File: config.mk
export PLATFORM = sky130hd
export DESIGN_NAME = histeq_frame_ctrl
export DESIGN_NICKNAME = d
export VERILOG_FILES = /design/src/rtl/histeq_pkg.sv /design/src/rtl/histeq_scale.sv /design/src/rtl/histeq_frame_ctrl.sv
export SDC_FILE = /design/constraint.sdc
export NUM_CORES = 1
export LEC_CHECK = 0
export BUFFER_PORTS_ARGS = -buffer_cell sky130_fd_sc_hd__buf_4
export CELL_PAD_IN_SITES_DETAIL_PLACEMENT = 1
export CELL_PAD_IN_SITES_GLOBAL_PLACEMENT = 1
export CORE_ASPECT_RATIO = 1.5
export CORE_MARGIN = 3
export CORE_UTILIZATION = 35
export DETAILED_ROUTE_END_ITERATION = 10
export PLACE_DENSITY_LB_ADDON = 0.1
export SETUP_SLACK_MARGIN = 0.02
export SKIP_LAST_GASP = 1
export SLEW_MARGIN = 20
export SYNTH_ARGS = -nofsm -noshare
export SYNTH_HDL_FRONTEND = slang
export SYNTH_SLANG_ARGS = --single-unit
File: constraint.sdc
create_clock -name i_clk -period 5.3 [get_ports i_clk]
set_input_delay 0.53 -clock i_clk [delete_from_list [all_inputs] [get_ports i_clk]]
set_output_delay 0.53 -clock i_clk [all_outputs]
set_load 0.01 [all_outputs]
File: src/rtl/histeq_pkg.sv
// Shared state encoding, sizing constants and scale-factor helper for the
// histogram-equalization frame controller.
package histeq_pkg;

  typedef enum logic [2:0] {
    IDLE  = 3'd0,
    CLEAR = 3'd1,
    ACCUM = 3'd2,
    SCAN  = 3'd3,
    DONE  = 3'd4
  } state_t;

  localparam int NUM_LEVELS = 256;
  localparam int PIX_W      = 8;

  // ceil(255 * 2^shift / image_size): a full-frame cdf maps to at least 255.
  function automatic int unsigned calc_scale_mul(input longint unsigned image_size,
                                                 input int unsigned     shift);
    longint unsigned num;
    num = 64'd255 << shift;
    return 32'((num + image_size - 64'd1) / image_size);
  endfunction

endpackage

File: src/rtl/histeq_scale.sv
// Two-stage capture/multiply/saturate pipeline turning a cumulative count into
// an 8-bit equalized level; valid and address travel alongside the data.
module histeq_scale
  import histeq_pkg::*;
#(
  parameter int CNT_W     = 19,
  parameter int SHIFT     = 24,
  parameter int SCALE_MUL = 13927
) (
  input  logic             i_clk,
  input  logic             i_reset_n,
  input  logic             i_flush,
  input  logic             i_valid,
  input  logic [PIX_W-1:0] i_addr,
  input  logic [CNT_W-1:0] i_cdf,
  output logic             o_valid,
  output logic [PIX_W-1:0] o_addr,
  output logic [PIX_W-1:0] o_data
);

  localparam int MUL_W   = $clog2(SCALE_MUL + 1);
  localparam int PROD_W  = CNT_W + MUL_W;
  localparam int PIX_MAX = (1 << PIX_W) - 1;

  logic             s1_valid;
  logic [PIX_W-1:0] s1_addr;
  logic [CNT_W-1:0] s1_cdf;
  logic [PROD_W-1:0] product;
  logic [PROD_W-1:0] scaled;
  logic [PIX_W-1:0]  level;

  // Full-width product, so the shift sees every bit before saturation.
  always_comb begin
    product = PROD_W'(s1_cdf) * PROD_W'(SCALE_MUL);
    scaled  = product >> SHIFT;
    level   = (scaled > PROD_W'(PIX_MAX)) ? {PIX_W{1'b1}} : scaled[PIX_W-1:0];
  end

  always_ff @(posedge i_clk) begin
    if (!i_reset_n || i_flush) begin
      s1_valid <= 1'b0;
      o_valid  <= 1'b0;
    end else begin
      s1_valid <= i_valid;
      o_valid  <= s1_valid;
    end
  end

  always_ff @(posedge i_clk) begin
    if (!i_reset_n) begin
      s1_addr <= '0;
      s1_cdf  <= '0;
      o_addr  <= '0;
      o_data  <= '0;
    end else begin
      s1_addr <= i_addr;
      s1_cdf  <= i_cdf;
      o_addr  <= s1_addr;
      o_data  <= level;
    end
  end

endmodule

File: src/rtl/histeq_frame_ctrl.sv
// Frame sequencer: clear counters, accumulate IMAGE_SIZE pixels, scan the cdf into
// the mapping LUT. Define HISTEQ_OVERRUN_CNT_EN to add the o_overrun_cnt output.
module histeq_frame_ctrl
  import histeq_pkg::*;
#(
  parameter int IMAGE_SIZE = 640 * 480,
  parameter int CNT_W      = $clog2(IMAGE_SIZE + 1),
  parameter int SHIFT      = 24,
  parameter int SCALE_MUL  = int'(calc_scale_mul(64'(IMAGE_SIZE), 32'(SHIFT)))
) (
  input  logic             i_clk,
  input  logic             i_reset_n,
  input  logic             i_start,
  input  logic             i_abort,
  input  logic             i_pixel_valid,
  output logic             o_pixel_ready,
  output logic             o_hist_reset_n,
  output logic             o_hist_pixel_valid,
  output logic [PIX_W-1:0] o_cum_sel,
  input  logic [CNT_W-1:0] i_cum_hist,
  output logic             o_lut_we,
  output logic [PIX_W-1:0] o_lut_addr,
  output logic [PIX_W-1:0] o_lut_data,
  output logic             o_busy,
  output logic             o_lut_done,
`ifdef HISTEQ_OVERRUN_CNT_EN
  output logic [15:0]      o_overrun_cnt,
`endif
  output state_t           o_dbg_state
);

  localparam int IDX_W     = $clog2(NUM_LEVELS + 2);
  localparam int SCAN_LAST = NUM_LEVELS + 1;

  state_t           state;
  state_t           state_nx;
  logic [CNT_W-1:0] pix_cnt;
  logic [IDX_W-1:0] scan_idx;
  logic             pix_fire;
  logic             last_pix;
  logic             scan_issue;

  // Pixel handshake: a pixel transfers on any cycle with i_pixel_valid and
  // o_pixel_ready both high; the source cannot be stalled, only dropped.
  assign pix_fire   = (state == ACCUM) && i_pixel_valid;
  assign last_pix   = pix_fire && (pix_cnt == CNT_W'(IMAGE_SIZE - 1));
  assign scan_issue = (state == SCAN) && (scan_idx < IDX_W'(NUM_LEVELS));

  always_ff @(posedge i_clk) begin
    if (!i_reset_n) begin
      state <= IDLE;
    end else begin
      state <= state_nx;
    end
  end

  always_comb begin
    state_nx           = state;
    o_pixel_ready      = 1'b0;
    o_hist_reset_n     = 1'b1;
    o_hist_pixel_valid = 1'b0;
    o_cum_sel          = '0;
    o_busy             = 1'b1;
    o_lut_done         = 1'b0;
    unique case (state)
      IDLE: begin
        o_busy = 1'b0;
        if (i_start) state_nx = CLEAR;
      end
      CLEAR: begin
        o_hist_reset_n = 1'b0;
        state_nx       = ACCUM;
      end
      ACCUM: begin
        o_pixel_ready      = 1'b1;
        o_hist_pixel_valid = i_pixel_valid;
        if (last_pix) state_nx = SCAN;
      end
      SCAN: begin
        // The last two SCAN cycles only drain the pipeline; the mux select idles at 0.
        if (scan_issue) o_cum_sel = scan_idx[PIX_W-1:0];
        if (scan_idx == IDX_W'(SCAN_LAST)) state_nx = DONE;
      end
      DONE: begin
        o_lut_done = 1'b1;
        state_nx   = IDLE;
      end
      default: state_nx = IDLE;
    endcase
    if (i_abort) state_nx = IDLE;
  end

  always_ff @(posedge i_clk) begin
    if (!i_reset_n) begin
      pix_cnt <= '0;
    end else if (state == CLEAR) begin
      pix_cnt <= '0;
    end else if (pix_fire) begin
      pix_cnt <= pix_cnt + 1'b1;
    end
  end

  always_ff @(posedge i_clk) begin
    if (!i_reset_n) begin
      scan_idx <= '0;
    end else if ((state == SCAN) && !i_abort) begin
      scan_idx <= scan_idx + 1'b1;
    end else begin
      scan_idx <= '0;
    end
  end

  histeq_scale #(
    .CNT_W     (CNT_W),
    .SHIFT     (SHIFT),
    .SCALE_MUL (SCALE_MUL)
  ) u_scale (
    .i_clk     (i_clk),
    .i_reset_n (i_reset_n),
    .i_flush   (i_abort),
    .i_valid   (scan_issue),
    .i_addr    (scan_idx[PIX_W-1:0]),
    .i_cdf     (i_cum_hist),
    .o_valid   (o_lut_we),
    .o_addr    (o_lut_addr),
    .o_data    (o_lut_data)
  );

`ifdef HISTEQ_OVERRUN_CNT_EN
  // Valids arriving mid-frame but outside ACCUM are pixels the frame lost.
  always_ff @(posedge i_clk) begin
    if (!i_reset_n) begin
      o_overrun_cnt <= '0;
    end else if (state == CLEAR) begin
      o_overrun_cnt <= '0;
    end else if (i_pixel_valid && (state != ACCUM) && (state != IDLE) &&
                 (o_overrun_cnt != 16'hFFFF)) begin
      o_overrun_cnt <= o_overrun_cnt + 16'd1;
    end
  end
`endif

  assign o_dbg_state = state;

endmodule

# Yosys cells after proc, flatten, opt, wreduce, memory -nomap -nowiden
# Cells that the tools add are included.
[classes] n_addsub=2 mul=1 div_mod_pow=0 magnitude_cmp=2 n_eq_ne=9 shift=0 muxes=12 n_bitwise=1 n_reduce_logical=12
[op_table] op="multiplier 19 x 14 -> 33 bit (second input constant)" count=1
[op_table] op="two-way mux 8 bit" count=3
[op_table] op="adder 19 x 1 -> 19 bit (second input constant)" count=1
[op_table] op="equality test 19 bit (second input constant)" count=1
[op_table] op="case mux 3 bit (4 select lines)" count=1
[op_table] op="adder 9 x 1 -> 9 bit (second input constant)" count=1
[op_table] op="equality test 9 bit (second input constant)" count=1
[op_table] op="> comparator 9 x 8 -> 1 bit (second input constant)" count=1
[op_table] op="less-than comparator 9 bit (second input constant)" count=1
[op_table] op="two-way mux 3 bit" count=3
[op_table] op="equality test 3 x 2 -> 1 bit (second input constant)" count=2
[op_table] op="!= test 2 bit (second input constant)" count=3
[op_table] op="two-way mux 1 bit" count=5
[op_table] op="logical AND 1 bit" count=4
[op_table] op="OR reduction 2 bit" count=2
[op_table] op="equality test 3 x 1 -> 1 bit (second input constant)" count=1
[op_table] op="equality test 3 bit (second input constant)" count=1
[op_table] op="logical NOT 3 bit" count=1
[op_table] op="AND reduction 3 bit" count=1
[op_table] op="logical NOT 1 bit" count=2
[op_table] op="AND reduction 2 bit" count=1
[op_table] op="logical OR 1 bit" count=1
[op_table] op="NOT 1 bit" count=1
[totals] register_bits=76 latchBits=0 ram_bits=0 romBits=0 in_bits=24 output_inout_bits=33 mem_count=0

# Logic depth before layout (Yosys ltp)
[depth] ltp_word=5 ltp_mapped=18

# Cells and area by module
# From an unflattened synthesis, not the netlist that was laid out.
[hier_totals] hier_cells=782 hier_area_um2=7611.0
[modules_own_cells] module="histeq_scale" n_inst=1 cells_each=607 area_each_um2=6129.6 seq_area_each_um2=900.9
[modules_own_cells] module="histeq_frame_ctrl" n_inst=1 cells_each=175 area_each_um2=1481.4 seq_area_each_um2=620.6

# Worst setup path before layout
# OpenSTA, ideal clock, no wires.
[synth_path] path_type="reg2reg" startpoint="register u_scale.s1_cdf[8]" endpoint="register u_scale.o_data[3]" setup_ps=120 t_arrival_ps=5094 required_time_ps=5180 setup_slack_ps=87 stages_incl_launch_ff=19 synth_period_minus_slack_ps=5213 path_cell_list="dfxtp_1 ha_1 inv_1 fa_1 inv_1 fa_1 fa_1 inv_1 fa_1 fa_1 inv_1 ha_1 nand2_1 nor2_1 a32oi_1 nand4b_2 a211oi_2 nor3b_4 o31a_1"
[synth_between] elab_chain_len=3
[synth_rtl] item="start: declaration" line_no="histeq_scale.sv:27" text="logic [CNT_W-1:0] s1_cdf;"
[synth_rtl] item="start signal: assignment" line_no="histeq_scale.sv:57" text="s1_cdf <= i_cdf;"
[synth_rtl] item="multiplier 19 x 14 -> 33 bit *" line_no="histeq_scale.sv:34" text="product = PROD_W'(s1_cdf) * PROD_W'(SCALE_MUL);"
[synth_rtl] item="> comparator 9 x 8 -> 1 bit" line_no="histeq_scale.sv:36" text="level = (scaled > PROD_W'(PIX_MAX)) ? {PIX_W{1'b1}} : scaled[PIX_W-1:0];"
[synth_rtl] item="two-way mux 8 bit *" line_no="histeq_scale.sv:36"
[synth_rtl] item="end signal: assignment" line_no="histeq_scale.sv:59" text="o_data <= level;"
[synth_rtl] item="end: declaration" line_no="histeq_scale.sv:18" text="output logic [PIX_W-1:0] o_data"
# Every way passes the cells marked *; elsewhere a longest branch is shown, timed or not.
# A chain may end at the register's enable or synchronous reset.

# Worst setup path after layout
[layout_path] startpoint="register u_scale.s1_cdf[10]" endpoint="register u_scale.o_data[6]"
# Same word-level chain as after synthesis.

==> implementation parameters <==
Parameter                              Value

Outcome
  Outcome ... complete, no violations

Clock network
  Clock tree from TritonCTS ... done
  Number of sinks handled by clock tree synthesis ... between 70 and 80
  Worst-Skew Late Latency ... ~0.35 ns
  Hold_buf cts ... 0
  Number of buffers created by CTS ... 9
  Clock input transition at the sequential cells of the worst setup and hold paths ... 0.07 ns
  Cell at the root of the clock tree ... sky130_fd_sc_hd__clkbuf_16
  H-tree lvl count ... 3
  Number of buffers between clock root and the deepest sink ... 2

Placed design
  Dpl hpwl ... roughly 18 mm
  Worst-case setup slack after placement ... -0.416 ns
  Cell Count Post-Placement ... 1,131
  Post-DP Area ... about 8600 um^2
  IO Port Bufs ... 56
  Routability congestion estimate from global placement ... 0.876

Yosys
  Synth Net Count ... a little under 1,000
  Summed instance area of the synthesized netlist ... about 7300 um^2
  Number of cells produced by synthesis ... 750
  Share of synthesized flip-flops with an asynchronous set or reset ... 0%
  Synth Area per Inst ... slightly below 10 um^2
  Number of distinct library cells after synthesis ... approximately 50
  Yosys synthesis warning count ... 0
  Number of enable-type register cells in the synthesized netlist ... 0
  Share of synthesized area occupied by flip-flops and latches ... roughly a fifth
  Flip-flop and latch count after synthesis ... 76
  Top_reg_cell synth ... sky130_fd_sc_hd__dfxtp_1

Cells and area
  Leading cell types in the layout, fill and taps excluded ... sky130_fd_sc_hd__inv_1 (159), sky130_fd_sc_hd__buf_4 (134), sky130_fd_sc_hd__fa_1 (99)
  Count of antenna diodes in the layout ... 0
  Growth of design area from synthesis to finish ... 28.5%
  Total area of sequential cells ... between 1500 and 2000 um^2
  Non-filler cells, final ... 1,158
  Net total in the final layout ... approximately 1,100
  Post-route standard cell area excluding fillers ... about 9400 um^2
  Fraction of layout cells with a size suffix above 1 ... between 20 and 30%
  Number of fill cells ... 2,344
  Combined area of the multi-input logic cells ... roughly 5500 um^2
  Leading cell type in the layout, fill and taps excluded ... sky130_fd_sc_hd__inv_1

Min path
  Hold wc startpoint ... i_abort
  Worst Hold Class ... in2reg

Global routing
  Global-route usage over all layers ... between 20 and 25%
  Total congestion overflow ... 0
  Global-route wire length before repair ... roughly 35 mm
  Antenna violations before repair ... 0
  Vias in the first global route ... 6,574
  Largest net degree at the start of global routing ... 44

Critical path
  Arrival time of the worst setup path ... approximately 5.5 ns
  Classification of the worst setup path ... reg2reg
  Category of the worst setup path capture point ... register
  Largest fanout on the critical path ... 3
  Crit path required time ... about 5.6 ns
  Worst setup SP type ... register
  Critical Path Source ... u_scale.s1_cdf[10]
  Worst reg2reg path startpoint ... u_scale.s1_cdf[10]

Flow run
  Max-cap violations ... 0

STA
  Max-slew violation count ... 0
  Max frequency ... roughly 0.19 GHz
  Number of setup violations in the final report ... 0
  Max-slew headroom ... between 50% and 60%
  Final critical-path required period ... around 5.3 ns
  Setup skew after layout ... a little under 0.009 ns
  Slew @ Worst Pin ... ~0.66 ns
  Final critical-path share of the clock period ... slightly below 100%
  Unrepaired setup endpoints after global routing ... true
  Worst Slack Setup Final ... ~0.031 ns
  Final hold vios ... 0

Floorplan
  Die Y-Extent ... 183 um
  Die area ... around 23,000 um^2
  Initial core utilization ... a little over a third
  Count of standard-cell rows ... 64
  Number of top-level pins ... 57
  Chip Width ... approximately 120 um
  Placeable core region ... 20,500 um^2

Route
  Number of optimization iterations in the first detailed-route pass ... 4
  DRC ... 0
  Via/cell ratio ... between 4 and 5
  WL/cell ... about 19 um
  Routed Antenna Nets ... 0
  Wire length after detailed routing ... about 21 mm
  DR vias ... approximately 5,500
  Initial drt markers ... between 100 and 150

Pwr
  Final total power ... approximately 4.5 mW
  VDD IR max ... 0.000266 V
  Power density normalized to cell area ... about 480 nW/um^2
  Lkg Pwr ... 4.58 nW
## repair_timing
action,4_1_cts,5_1_grt
buffers inserted,10,4
setup endpoints to repair,8,8
pin swaps,51,12
gates resized for setup,86,8
## cells by family after synthesis
family | share of synthesized area (%)
AOI/OAI and AO/OA | 6.04
muxes | 0.273
buffers and inverters | 9.22
and+or+nand+nor | 13.4
adders and majority gates | 46.0
DFF | 20.8
xor gates and xnor gates | 4.30
## synthesized netlist by cell type (2+ instances only)
cell | instances | share of area (%)
sky130_fd_sc_hd__o21a_1 | 8 | 0.82
sky130_fd_sc_hd__a211oi_1 | 2 | 0.20
sky130_fd_sc_hd__fa_1 | 102 | 28
sky130_fd_sc_hd__xnor2_1 | 19 | 2.3
sky130_fd_sc_hd__o31ai_1 | 2 | 0.20
sky130_fd_sc_hd__dfxtp_1 | 76 | 21
sky130_fd_sc_hd__a21oi_1 | 23 | 1.6
sky130_fd_sc_hd__mux2i_1 | 2 | 0.27
sky130_fd_sc_hd__nand3_1 | 18 | 1.2
sky130_fd_sc_hd__nor2_1 | 51 | 2.6
sky130_fd_sc_hd__xor2_1 | 17 | 2.0
sky130_fd_sc_hd__and3_1 | 5 | 0.43
sky130_fd_sc_hd__nand4_1 | 14 | 1.2
sky130_fd_sc_hd__a31oi_1 | 2 | 0.17
sky130_fd_sc_hd__clkbuf_1 | 7 | 0.36
sky130_fd_sc_hd__nor3b_1 | 2 | 0.20
sky130_fd_sc_hd__inv_1 | 167 | 8.6
sky130_fd_sc_hd__and4_1 | 2 | 0.24
sky130_fd_sc_hd__buf_2 | 3 | 0.20
sky130_fd_sc_hd__nor4_1 | 4 | 0.34
sky130_fd_sc_hd__or3_1 | 2 | 0.17
sky130_fd_sc_hd__nor3_1 | 7 | 0.48
sky130_fd_sc_hd__nor2b_1 | 2 | 0.17
sky130_fd_sc_hd__nand2_1 | 23 | 1.2
sky130_fd_sc_hd__and2_1 | 43 | 3.7
sky130_fd_sc_hd__ha_1 | 106 | 18
sky130_fd_sc_hd__o21ai_0 | 13 | 0.89
sky130_fd_sc_hd__a32oi_1 | 2 | 0.24
sky130_fd_sc_hd__a21o_1 | 4 | 0.41
## per-stage QoR
stage / hold WS, ns / setup TNS, ns / utilization (%)
2_1_floorplan: 0.412 / 0 / -
6_report: 0.344 / 0 / 45.9
3_3_place_gp: 0.416 / -1.91 / 41.8
5_1_grt: 0.332 / -1.22 / 45.9
3_5_place_dp: 0.422 / -2.63 / 41.8
4_1_cts: 0.325 / 0 / 45.7
## critical path, cell delays in order (launching register included)
cell,delay (ns)
sky130_fd_sc_hd__dfxtp_2,0.36
sky130_fd_sc_hd__ha_4,0.29
sky130_fd_sc_hd__inv_1,0.07
sky130_fd_sc_hd__fa_1,0.55
sky130_fd_sc_hd__inv_1,0.05
sky130_fd_sc_hd__fa_1,0.49
sky130_fd_sc_hd__fa_1,0.56
sky130_fd_sc_hd__inv_1,0.06
sky130_fd_sc_hd__fa_1,0.54
sky130_fd_sc_hd__inv_1,0.05
sky130_fd_sc_hd__ha_1,0.33
sky130_fd_sc_hd__ha_4,0.28
sky130_fd_sc_hd__a21oi_2,0.17
sky130_fd_sc_hd__o21ai_1,0.10
sky130_fd_sc_hd__a32oi_2,0.22
sky130_fd_sc_hd__buf_4,0.14
sky130_fd_sc_hd__buf_4,0.09
sky130_fd_sc_hd__buf_4,0.09
sky130_fd_sc_hd__buf_4,0.10
sky130_fd_sc_hd__nand4_1,0.13
sky130_fd_sc_hd__a31oi_2,0.22
sky130_fd_sc_hd__xnor2_1,0.10
sky130_fd_sc_hd__o21a_1,0.17
## final cells by class
type                            instances  share of cell area [%]
Multi-Input combinational cell        496                    58.7
Clock buffer                            9                    2.39
Timing Repair Buffer                  139                    11.3
Clock inverter                          7                   0.957
Inverter                              167                    6.66
Tap cell                              264                    3.51
Sequential cell                        76                    16.5
## worst paths after layout
kind	to	slack (ns)	cells after the start
worst max-delay path	u_scale.o_data[6]	0.03	22
worst max register to register	u_scale.o_data[6]	0.03	22
worst min register to register	u_scale.o_addr[4]	0.44	1
worst min-delay path	u_scale.o_valid	0.34	2
## state kept, by name (all words and copies together), names as in the netlist
signal,cells
u_scale.o_addr,8
u_scale.o_data,8
scan_idx,9
u_scale.s1_cdf,19
u_scale.s1_valid,1
o_dbg_state,3
u_scale.o_valid,1
pix_cnt,19
u_scale.s1_addr,8
## metal layers
layer / track usage [%] / vias to the layer above / share of wire (%)
li1: - / 2649 / -
met1: 19.6 / 2726 / 33
met2: 40.7 / 90 / 59
met3: 2.47 / 58 / 1.9
met4: 12.0 / 0 / 6.2
met5: 0 / - / 0
## report_power, final
| part | leakage, nW | internal (mW) | switching (mW) |
|---|---|---|---|
| logic | 3.80 | 1.52 | 1.70 |
| clock network | 0.156 | 0.379 | 0.293 |
| registers | 0.626 | 0.602 | 0.0256 |
| total | 4.58 | 2.50 | 2.02 |
No activity file was read; power rests on OpenSTA's default activity.
